**src/rtl/mem_stage.sv**
```systemverilog
// MEM pipeline stage: serialises byte/halfword/word loads and stores onto a byte-wide req/gnt bus.
// Optional MEM_ALIGN_CHECK_EN: misaligned halfword/word ops fault without a bus transfer and pulse misalign_o.
module mem_stage (
    input  logic        clk,
    input  logic        rst,
    input  logic [4:0]  wd_i,
    input  logic        wreg_i,
    input  logic [31:0] wdata_i,
    input  logic [31:0] mem_addr_i,
    input  logic [3:0]  aluop_i,
    input  logic        inquiry_i,
    output logic        mem_req_o,
    input  logic        mem_gnt_i,
    output logic        mem_we_o,
    output logic [31:0] mem_a_o,
    output logic [7:0]  mem_dout_o,
    input  logic [7:0]  mem_din_i,
    output logic [4:0]  wd_o,
    output logic        wreg_o,
    output logic [31:0] wdata_o,
    output logic        stall_req_o,
`ifdef MEM_ALIGN_CHECK_EN
    output logic        misalign_o,
`endif
    output logic [1:0]  dbg_state_o
);
    localparam logic [3:0] OP_LB = 4'd1, OP_LH = 4'd2, OP_LW = 4'd3, OP_LBU = 4'd4,
                           OP_LHU = 4'd5, OP_SB = 4'd6, OP_SH = 4'd7, OP_SW = 4'd8;

    typedef enum logic [1:0] {IDLE = 2'd0, XFER = 2'd1, DRAIN = 2'd2, DONE = 2'd3} state_t;

    state_t      state;
    logic        last_inq;
    logic [2:0]  k;
    logic [31:0] result;
    logic        rd_pend;
    logic [1:0]  rd_lane;
    logic        fault;

    logic        is_load, is_store, new_op, bad_align;
    logic [2:0]  n_bytes, k_next;
    logic [31:0] store_sh, load_ext;

    always_comb begin
        is_load  = (aluop_i >= OP_LB) && (aluop_i <= OP_LHU);
        is_store = (aluop_i >= OP_SB) && (aluop_i <= OP_SW);
        new_op   = (is_load || is_store) && (inquiry_i != last_inq);
        k_next   = k + 3'd1;
        store_sh = wdata_i >> {k_next[1:0], 3'b000};
        case (aluop_i)
            OP_LH, OP_LHU, OP_SH: n_bytes = 3'd2;
            OP_LW, OP_SW:         n_bytes = 3'd4;
            default:              n_bytes = 3'd1;
        endcase
        case (aluop_i)
            OP_LB:   load_ext = {{24{result[7]}}, result[7:0]};
            OP_LBU:  load_ext = {24'd0, result[7:0]};
            OP_LH:   load_ext = {{16{result[15]}}, result[15:0]};
            OP_LHU:  load_ext = {16'd0, result[15:0]};
            default: load_ext = result;
        endcase
    end

`ifdef MEM_ALIGN_CHECK_EN
    assign bad_align  = ((n_bytes == 3'd2) && mem_addr_i[0]) ||
                        ((n_bytes == 3'd4) && (mem_addr_i[1:0] != 2'b00));
    assign misalign_o = (state == DONE) && fault;
`else
    assign bad_align  = 1'b0;
`endif

    // Bus handshake: a byte moves on every rising edge where mem_req_o and mem_gnt_i are both high;
    // address/data/we stay fixed until granted, and read data arrives on mem_din_i one cycle later.
    always_ff @(posedge clk) begin
        if (rst) begin
            state      <= IDLE;
            last_inq   <= 1'b0;
            k          <= 3'd0;
            result     <= 32'd0;
            rd_pend    <= 1'b0;
            rd_lane    <= 2'd0;
            fault      <= 1'b0;
            mem_req_o  <= 1'b0;
            mem_we_o   <= 1'b0;
            mem_a_o    <= 32'd0;
            mem_dout_o <= 8'd0;
        end else begin
            if (rd_pend) begin
                result[{rd_lane, 3'b000} +: 8] <= mem_din_i;
                rd_pend <= 1'b0;
            end
            case (state)
                IDLE: begin
                    if (new_op) begin
                        last_inq <= inquiry_i;
                        k        <= 3'd0;
                        result   <= 32'd0;
                        fault    <= bad_align;
                        if (bad_align) begin
                            state <= DONE;
                        end else begin
                            state      <= XFER;
                            mem_req_o  <= 1'b1;
                            mem_we_o   <= is_store;
                            mem_a_o    <= mem_addr_i;
                            mem_dout_o <= is_store ? wdata_i[7:0] : 8'd0;
                        end
                    end
                end
                XFER: begin
                    if (mem_gnt_i) begin
                        if (!is_store) begin
                            rd_pend <= 1'b1;
                            rd_lane <= k[1:0];
                        end
                        if (k_next == n_bytes) begin
                            k          <= 3'd0;
                            mem_req_o  <= 1'b0;
                            mem_we_o   <= 1'b0;
                            mem_a_o    <= 32'd0;
                            mem_dout_o <= 8'd0;
                            state      <= is_store ? DONE : DRAIN;
                        end else begin
                            k          <= k_next;
                            mem_a_o    <= mem_addr_i + {29'd0, k_next};
                            mem_dout_o <= is_store ? store_sh[7:0] : 8'd0;
                        end
                    end
                end
                DRAIN:   state <= DONE;
                default: state <= IDLE;
            endcase
        end
    end

    // Held load results keep being presented while EX/MEM is frozen by another stage.
    always_comb begin
        wd_o        = wd_i;
        wreg_o      = wreg_i;
        wdata_o     = wdata_i;
        stall_req_o = 1'b0;
        if (rst) begin
            wd_o    = 5'd0;
            wreg_o  = 1'b0;
            wdata_o = 32'd0;
        end else begin
            case (state)
                IDLE: begin
                    if (new_op) begin
                        stall_req_o = 1'b1;
                        wreg_o      = 1'b0;
                    end else if (is_load) begin
                        wdata_o = load_ext;
                        wreg_o  = wreg_i & ~fault;
                    end else if (is_store) begin
                        wreg_o = 1'b0;
                    end
                end
                XFER, DRAIN: begin
                    stall_req_o = 1'b1;
                    wreg_o      = 1'b0;
                end
                default: begin
                    wreg_o = wreg_i & is_load & ~fault;
                    if (is_load) wdata_o = load_ext;
                end
            endcase
        end
    end

    assign dbg_state_o = state;
endmodule

```
**config.mk**
```make
export PLATFORM = sky130hd
export DESIGN_NAME = mem_stage
export DESIGN_NICKNAME = d
export VERILOG_FILES = /design/src/rtl/mem_stage.sv
export SDC_FILE = /design/constraint.sdc
export NUM_CORES = 1
export LEC_CHECK = 0
export ABC_CLOCK_PERIOD_IN_PS = 2850
export BUFFER_PORTS_ARGS = -buffer_cell sky130_fd_sc_hd__buf_2
export CORE_MARGIN = 2
export CORE_UTILIZATION = 52
export CTS_BUF_LIST = sky130_fd_sc_hd__clkbuf_8
export DETAILED_ROUTE_END_ITERATION = 6
export PLACE_DENSITY_LB_ADDON = 0.3
export RECOVER_POWER = 25
export SLEW_MARGIN = 25
export SYNTH_ARGS = -nofsm -noshare
export SYNTH_HDL_FRONTEND = slang
export SYNTH_SLANG_ARGS = --single-unit
```
**constraint.sdc**
```tcl
create_clock -name clk -period 2.85 [get_ports clk]
set_clock_uncertainty 0.15 [all_clocks]
set_input_delay 0.57 -clock clk [delete_from_list [all_inputs] [get_ports clk]]
set_output_delay 0.57 -clock clk [all_outputs]
set_load 0.1 [all_outputs]
```
# After elaboration in Yosys (flattened, before gate mapping)

Index checks and enable logic that the tools add are counted.

Add/subtract/negate cells: 3
$lt $le $gt $ge: 4
Equality and inequality tests: 14
Shift operators: 3
Mux-type cells: 45
Bitwise gates (word level): 4
Reduce and logical (&&, ||, !) cells: 15

Operator list:

| cell                   | number |
|---|---|
| $mux 32                | 9 |
| $pmux 32 s2            | 2 |
| $pmux 32 s4            | 1 |
| $mux 8                 | 5 |
| $add 32x3->32          | 1 |
| $bwmux 32              | 1 |
| $shift 8x7->32 const A | 1 |
| $shiftx 8x7->32        | 1 |
| $shr 32x5->8           | 1 |
| $pmux 8 s2             | 1 |
| $eq 4x3->1 const B     | 3 |
| $mux 1                 | 12 |
| $pmux 3 s2             | 2 |
| $mux 3                 | 3 |
| $reduce_and 3->1       | 3 |
| $eq 4x2->1 const B     | 2 |
| $pmux 1 s2             | 4 |
| $neg 5->7              | 1 |
| $mux 2                 | 3 |
| $ne 2x2->1 const B     | 3 |
| $pmux 2 s3             | 1 |
| $reduce_or 3->1        | 2 |
| $mux 5                 | 1 |
| $eq 4x1->1 const B     | 1 |
| 19 further kinds       | 24 |

Register bits: 83
Input port bits: 86
Logic and storage cells: 98

# Logic depth before layout (Yosys ltp)

Gate-level depths: netlist of the first run.

Word-level depth: 7
Gate-level depth with buffers: 10
Mapped depth without buffers: 9

# Worst setup path after synthesis of the first run

Ideal clock, no wire load.

Kind: flip-flop to output port
From: register state[0], in the netlist dbg_state_o[0]
To: output wdata_o[15]
Arrival: 4.195 ns
Required time: 2.130 ns
Setup slack: -2.065 ns
Stages on the path, launching flop included: 8
Path buffers: 1
Cell sequence: dfxtp_1 > inv_1 > ha_1 > inv_1 > or4_1 > clkbuf_1 > a211oi_2 > o22a_1

Longest elaborated chain between the ends: 4
Elaborated cells between the ends (all ways): 6

Ends and longest elaborated chain:

| element                                  | line | RTL |
|---|---|---|
| start: declaration                       | 32   | `state_t state;` |
| start signal: assignment                 | 122  | `state <= is_store ? DONE : DRAIN;` |
| $eq 2x1->1 or $eq 2x2->1 (tied branches) | 147  | `case (state)` |
| $reduce_or 2->1                          | 147  |  |
| $pmux 32 s2 *                            | 147  |  |
| $mux 32 *                                | 142  | `if (rst) begin` |
| end: declaration                         | 20   | `output logic [31:0] wdata_o,` |

Mark *: on every way between the ends. The rest lies on a longest branch, timed or not.

# Final worst setup path of the first run

From: input aluop_i[2]
To: output wdata_o[15]

Longest elaborated chain between the ends: 7
Elaborated cells between the ends (all ways): 17

Ends and longest elaborated chain:

| element                                     | line   | RTL |
|---|---|---|
| start: declaration                          | 10     | `input logic [3:0] aluop_i,` |
| $ge 4x1->1, or another cell as far along    | 45     | `is_load = (aluop_i >= OP_LB) && (aluop_i <= OP_LHU);` |
| $logic_and 1x1->1, on equally long branches | 45, 46 |  |
| $logic_or 1x1->1                            | 47     | `new_op = (is_load \|\| is_store) && (inquiry_i != last_inq);` |
| $logic_and 1x1->1                           | 47     |  |
| $mux 32                                     | 149    | `if (new_op) begin` |
| $pmux 32 s2 *                               | 147    |  |
| $mux 32 *                                   | 142    |  |

Marked as above.

==> results of run 1 <==
-- metal layers --
metal / global-route usage (%) / wire, um / vias up
met3: 6.93 / 1820 / 78
met2: 64.1 / 9640 / 405
met1: 44.0 / 7010 / 2676
li1: - / - / 2520
met4: 13.3 / 772 / 0
met5: 0 / 0 / -
-- critical path, stage by stage --
cell and delay (ns):
buf_12 0.11, o31a_1 0.34, buf_6 0.14, or4_4 0.47, a211oi_4 0.33, o22a_4 0.22, buf_12 0.17
-- power by group through the flow --
| stage | Sequential [mW] | Clock [mW] | Combinational (mW) |
|---|---|---|---|
| after floorplan | 2.63 | 0 | 2.27 |
| after global placement | 1.46 | 0 | 4.61 |
| after detailed placement | 1.47 | 0 | 4.71 |
| after CTS | 1.45 | 0.999 | 5.04 |
| after global routing | 1.47 | 1.06 | 5.23 |
| final | 1.46 | 1.00 | 5.10 |
-- registers in the layout, summed over array words and instances, names as in the netlist --
name and flops:
mem_req_o 1, result 32, dbg_state_o 2, mem_we_o 1
last_inq 1, rd_lane 2, rd_pend 1, mem_a_o 32
k 3, mem_dout_o 8
-- cell usage in the layout, fill, tap and decap left out, types with 4 or more instances in the layout --
cell and n:
a21oi_1 19, o21ai_0 7, ha_1 12, nand3_1 19, and2_1 4, buf_12 40
buf_2 98, inv_1 7, nand4_1 18, buf_6 8, mux4_2 8, nand2b_1 7
o2bb2ai_4 23, xor2_1 22, a22o_4 8, o21ai_1 20, and3_1 4, clkbuf_8 9
buf_4 44, clkbuf_1 33, nor2b_2 5, o2bb2ai_1 9, a22o_1 10, dfxtp_1 80
nor4_1 4, xnor2_1 7, nor2_1 63, nor3_1 8, a22oi_1 36, nand2_1 52
mux2i_1 5
-- per-stage QoR --
stage | utilization, % | instance area, um2
floorplan | - | 5470
global placement | 77.9 | 7160
detailed placement | 77.9 | 7160
CTS | 83.6 | 7690
global route | 84.1 | 7730
finish | 84.1 | 7730
-- final cells by class --
cell class	count	area (um2)	share of cell area (%)
well taps	111	139	1.80
repair buffers	230	1990	25.7
flip-flops and latches	83	1670	21.6
clock inverters	7	108	1.39
clock buffers	9	124	1.60
multi-input cells	436	3660	47.3
inverters	11	46.3	0.599
-- timing repair --
action | in CTS | in global routing
setup endpoints to repair | 34 | 37
hold buffers | 0 | 0
buffers inserted | 12 | 4
cloned | 3 | 1
gates resized for setup | 34 | 9
pin swaps | 16 | 11
-- logic make-up after synthesis --
kind of cell	after synthesis
DFF	83
and+or+nand+nor	211
adders and majority gates	14
muxes	14
xor gates and xnor gates	29
buffers and inverters	42
AOI/OAI and AO/OA	168
-- path summary, 6_finish.rpt --
check,start,endpoint,slack [ns]
worst max register to register,k[0],mem_a_o[29],0.19
worst max-delay path,aluop_i[2],wdata_o[15],-0.23
worst min register to register,mem_a_o[8],mem_a_o[8],0.30
worst min-delay path,mem_a_o[8],mem_a_o[8],0.30
==> flow_summary.yaml, run 1 <==
power:
  p_comb_share_pct: 67.4
  vdd_drop_max_v: 0.000966
  seq_power_share_pct: 19.3
  internal-power_mw: 3.43
  p_sw_mw: 4.12
  finalPower_mw: 7.56
  swShare_pct: 54.5
  pwr-share-clk_pct: 13.3
  p_leak_nw: 3.06
  p_per_area_nw_per_um2: 977
clock_tree:
  root_buffer: "clkbuf_8"
  clockBufferDepth: 2
  cts_made_buffers: 9
  clock_latency_ns: 0.37
  cts.htree.levels: 3
  cts_tree: "yes"
  cts.clk_slew.worst_paths_ns: 0.10
  clkSinkCount: 83
cells_and_area:
  area_growth_pct: 58.2
  layout-drive-gt1-share_pct: 37.9
  fillerInstances: 529
  diodes: 0
  final_cells: 887
  finalNetCount: 871
yosys:
  synth_common_cells: "dfxtp_1, nor2_1, nand2_1, a22oi_1, o2bb2ai_1"
  synth_top_family_by_area: "compound AO/OA/AOI/OAI gates"
  syn_inst: 561
  synth-compound-area-share_pct: 26.3
  ys_warn_count: 0
  ys_ff_latch: 83
  synth-seq-area-share_pct: 34.0
  synthDominantCellAreaShare_pct: 34.0
  synth_xor_area_share_pct: 5.20
  synth_area_um2: 4890
  syn_area_per_cell_um2: 8.71
  yosys.area_share.simple_pct: 21.8
  synth.area.mux_share_pct: 4.94
  synth_most_common_cell: "dfxtp_1"
  synth_edf_count: 0
  yosysUniqueCellTypes: 68
  synth_top_cell_by_area: "dfxtp_1"
  synth_area_leaders: "dfxtp_1, o2bb2ai_1, a22oi_1"
  syn_nets: 661
  synth_flop_cell: "dfxtp_1"
  async_reset_ff_share_pct: 0
  synth_fa_ha_area_share_pct: 3.74
global_routing:
  grt_max_degree: 34
  grt_pass1_vias: 5502
  overflow: 0
  grt_use_total_pct: 36.4
  antenna_found_initial: 0
  grt_pass1_wl_um: 28900
worst_setup_path:
  worstPathRequired_ns: 2.13
  cp_max_fo: 4
  cp_data_arrival_time_ns: 2.36
  reg2reg_depth: 10
  critical_path_class: "primary input to output port"
  cp-start-kind: "primary input"
  end_kind: "output port"
routing:
  wire_per_inst_um: 21.7
  drt_iter0_drc: 518
  viasPerCell: 6.40
  drcViolationCount: 0
  ant_nets: 0
  vias: 5679
  finalWirelength_um: 19300
  firstDrtPassIters: 6
timing:
  setup_violations: 33
  setup_slack_ns: -0.226
  tns_ns: -4.93
  period_needed_ns: 3.08
  drv_slew: 0
  whs_ns: 0.302
  fin_crit_sh_pct: 108
  worst_pin_slew_ns: 1.23
  rsz0062_at_grt: "true"
  max_freq_mhz: 325
  slew_headroom_pct: 18.2
  finalHoldViolations: 0
die:
  fp.coreArea_um2: 9200
  rows: 35
  io_pins: 169
  chipWidth_um: 101
  fp.dieArea_um2: 10200
  start_util_pct: 53.1
  die_y_um: 101
run_status:
  failed_checks: "negative setup slack"
  outcome: "finished, violations left"
min_path:
  hold_depth: 2
  hold_path.class: "register to register"
placement:
  gp_congestion: 0.989
  dp_slack_ns: -0.309
  port_buffers: 168
  dp.final_hpwl_um: 13400
  dp.cells: 852
flow_run:
  max_cap_viol_count: 0
(Power assumes the default switching activity.)
==> inputs of run 2 (changes only) <==
--- a/config.mk
+++ b/config.mk
@@ -6,11 +6,12 @@
 export NUM_CORES = 1
 export LEC_CHECK = 0
 export ABC_CLOCK_PERIOD_IN_PS = 2850
-export BUFFER_PORTS_ARGS = -buffer_cell sky130_fd_sc_hd__buf_2
 export CORE_MARGIN = 2
-export CORE_UTILIZATION = 52
+export CORE_UTILIZATION = 60
 export CTS_BUF_LIST = sky130_fd_sc_hd__clkbuf_8
+export CTS_CLUSTER_SIZE = 10
 export DETAILED_ROUTE_END_ITERATION = 6
+export DONT_BUFFER_PORTS = 1
 export PLACE_DENSITY_LB_ADDON = 0.3
 export RECOVER_POWER = 25
 export SLEW_MARGIN = 25
==> flow_summary.yaml, run 2 (synthesis results as in run 1) <==
run_status:
  outcome: "finished, violations left"
  failed_checks: "design-rule violations, negative setup slack"
clock_tree:
  cts.htree.levels: 3
  cts.clk_slew.worst_paths_ns: 0.10
  root_buffer: "clkbuf_8"
  cts_tree: "yes"
  cts_made_buffers: 9
  clockBufferDepth: 2
  clkSinkCount: 83
  clock_latency_ns: 0.37
global_routing:
  antenna_found_initial: 0
  overflow: 0
  grt_max_degree: 36
  grt_pass1_wl_um: 31200
  grt_pass1_vias: 5674
  grt_use_total_pct: 46.1
power:
  p_per_area_nw_per_um2: 1030
  p_comb_share_pct: 66.2
  seq_power_share_pct: 21.6
  pwr-share-clk_pct: 12.2
  internal-power_mw: 3.09
  vdd_drop_max_v: 0.000763
  swShare_pct: 56.5
  p_sw_mw: 4.01
  finalPower_mw: 7.10
  p_leak_nw: 2.51
worst_setup_path:
  reg2reg_depth: 9
  worstPathRequired_ns: 2.13
  end_kind: "output port"
  critical_path_class: "register to output port"
  cp-start-kind: "register"
  cp_max_fo: 8
  cp_data_arrival_time_ns: 2.25
die:
  start_util_pct: 62.6
  chipWidth_um: 94.3
  die_y_um: 94.3
  io_pins: 169
  fp.dieArea_um2: 8880
  fp.coreArea_um2: 7810
  rows: 32
timing:
  fin_crit_sh_pct: 104
  drv_slew: 0
  whs_ns: 0.0977
  setup_slack_ns: -0.121
  max_freq_mhz: 337
  slew_headroom_pct: 15.0
  setup_violations: 31
  period_needed_ns: 2.97
  worst_pin_slew_ns: 1.27
  finalHoldViolations: 0
  rsz0062_at_grt: "true"
routing:
  ant_nets: 0
  viasPerCell: 7.36
  wire_per_inst_um: 27.0
  drcViolationCount: 2
  firstDrtPassIters: 7
  finalWirelength_um: 20800
  drt_iter0_drc: 770
  vias: 5658
cells_and_area:
  layout_commonest_cell: "dfxtp_1"
  final_cells: 769
  diodes: 0
  final_cell_mix: "dfxtp_1, nor2_1, buf_4"
  reg_top3: "mem_a_o: 32 flops, result: 32 flops, mem_dout_o: 8 flops"
  area_growth_pct: 40.9
  layout-drive-gt1-share_pct: 27.7
  finalNetCount: 762
  fillerInstances: 364
flow_run:
  max_cap_viol_count: 0
placement:
  gp_congestion: 0.898
  port_buffers: 0
  dp.cells: 745
  dp.final_hpwl_um: 13600
  dp_slack_ns: -0.130
min_path:
  hold_path.class: "primary input to register"
  hold_depth: 1
## run 2: cell types whose count changed in the layout (fill, tap and decap cells not counted), sizes merged
cell | previous run | this run
buf | 196 | 88
bufinv | 2 | 0
clkbuf | 43 | 42
clkinv | 1 | 2
clkinvlp | 1 | 2
## run 2: layer usage
layer / wire, um / global-route usage (%) / vias up
met5: 0 / 0 / -
met4: 1650 / 30.0 / 0
met3: 2730 / 13.4 / 192
met2: 9620 / 75.7 / 572
met1: 6760 / 52.0 / 2596
li1: - / - / 2298
## run 2: critical path, stage by stage, from the launching register on
cell and delay, ns:
dfxtp_4 0.37, inv_4 0.06, ha_4 0.14, o31a_1 0.20, o21bai_2 0.09, a2111o_2 0.45, buf_16 0.20, o2bb2ai_4 0.17
buf_12 0.19
## run 2: final timing paths
kind / startpoint / to / slack (ns)
min: rst / last_inq / 0.1
max: dbg_state_o[1] / wdata_o[21] / -0.12
min reg2reg: mem_a_o[22] / mem_a_o[22] / 0.31
max reg2reg: k[0] / mem_a_o[6] / 0.04
## run 2: repair_timing
| action | in CTS | in global routing |
|---|---|---|
| cloned | 1 | 0 |
| pin swaps | 15 | 4 |
| setup buffers | 5 | 2 |
| endpoints found under the setup margin | 33 | 48 |
| resized for setup | 12 | 3 |
| hold buffers | 0 | 0 |
## run 2: final cells by class
type                       instances  area [um2]  area share (%)
inverter                          11        46.3           0.672
clock inverter                     7        71.3            1.04
timing repair buffer             121        1190            17.3
sequential                        83        1670            24.3
clock buffer                       9         124            1.80
multi-input combinational        436        3650            53.1
tap                              102         128            1.85
## run 2: stage by stage
step	util (%)	setup TNS, ns	instance area (um2)
4_1_cts	89.4	-1.44	6980
2_1_floorplan	-	-7.95	5470
3_5_place_dp	85.5	-2.03	6680
3_3_place_gp	85.5	-0.0694	6680
5_1_grt	88.2	-3.36	6880
6_report	88.2	-2.21	6880
## run 2: power groups by stage
stage / logic (mW) / registers [mW] / clock network [mW]
after floorplan: 2.27 / 2.63 / 0
after global placement: 4.48 / 1.53 / 0
after detailed placement: 4.58 / 1.55 / 0
after CTS: 4.69 / 1.53 / 0.848
after global routing: 4.80 / 1.55 / 0.901
final: 4.70 / 1.53 / 0.867
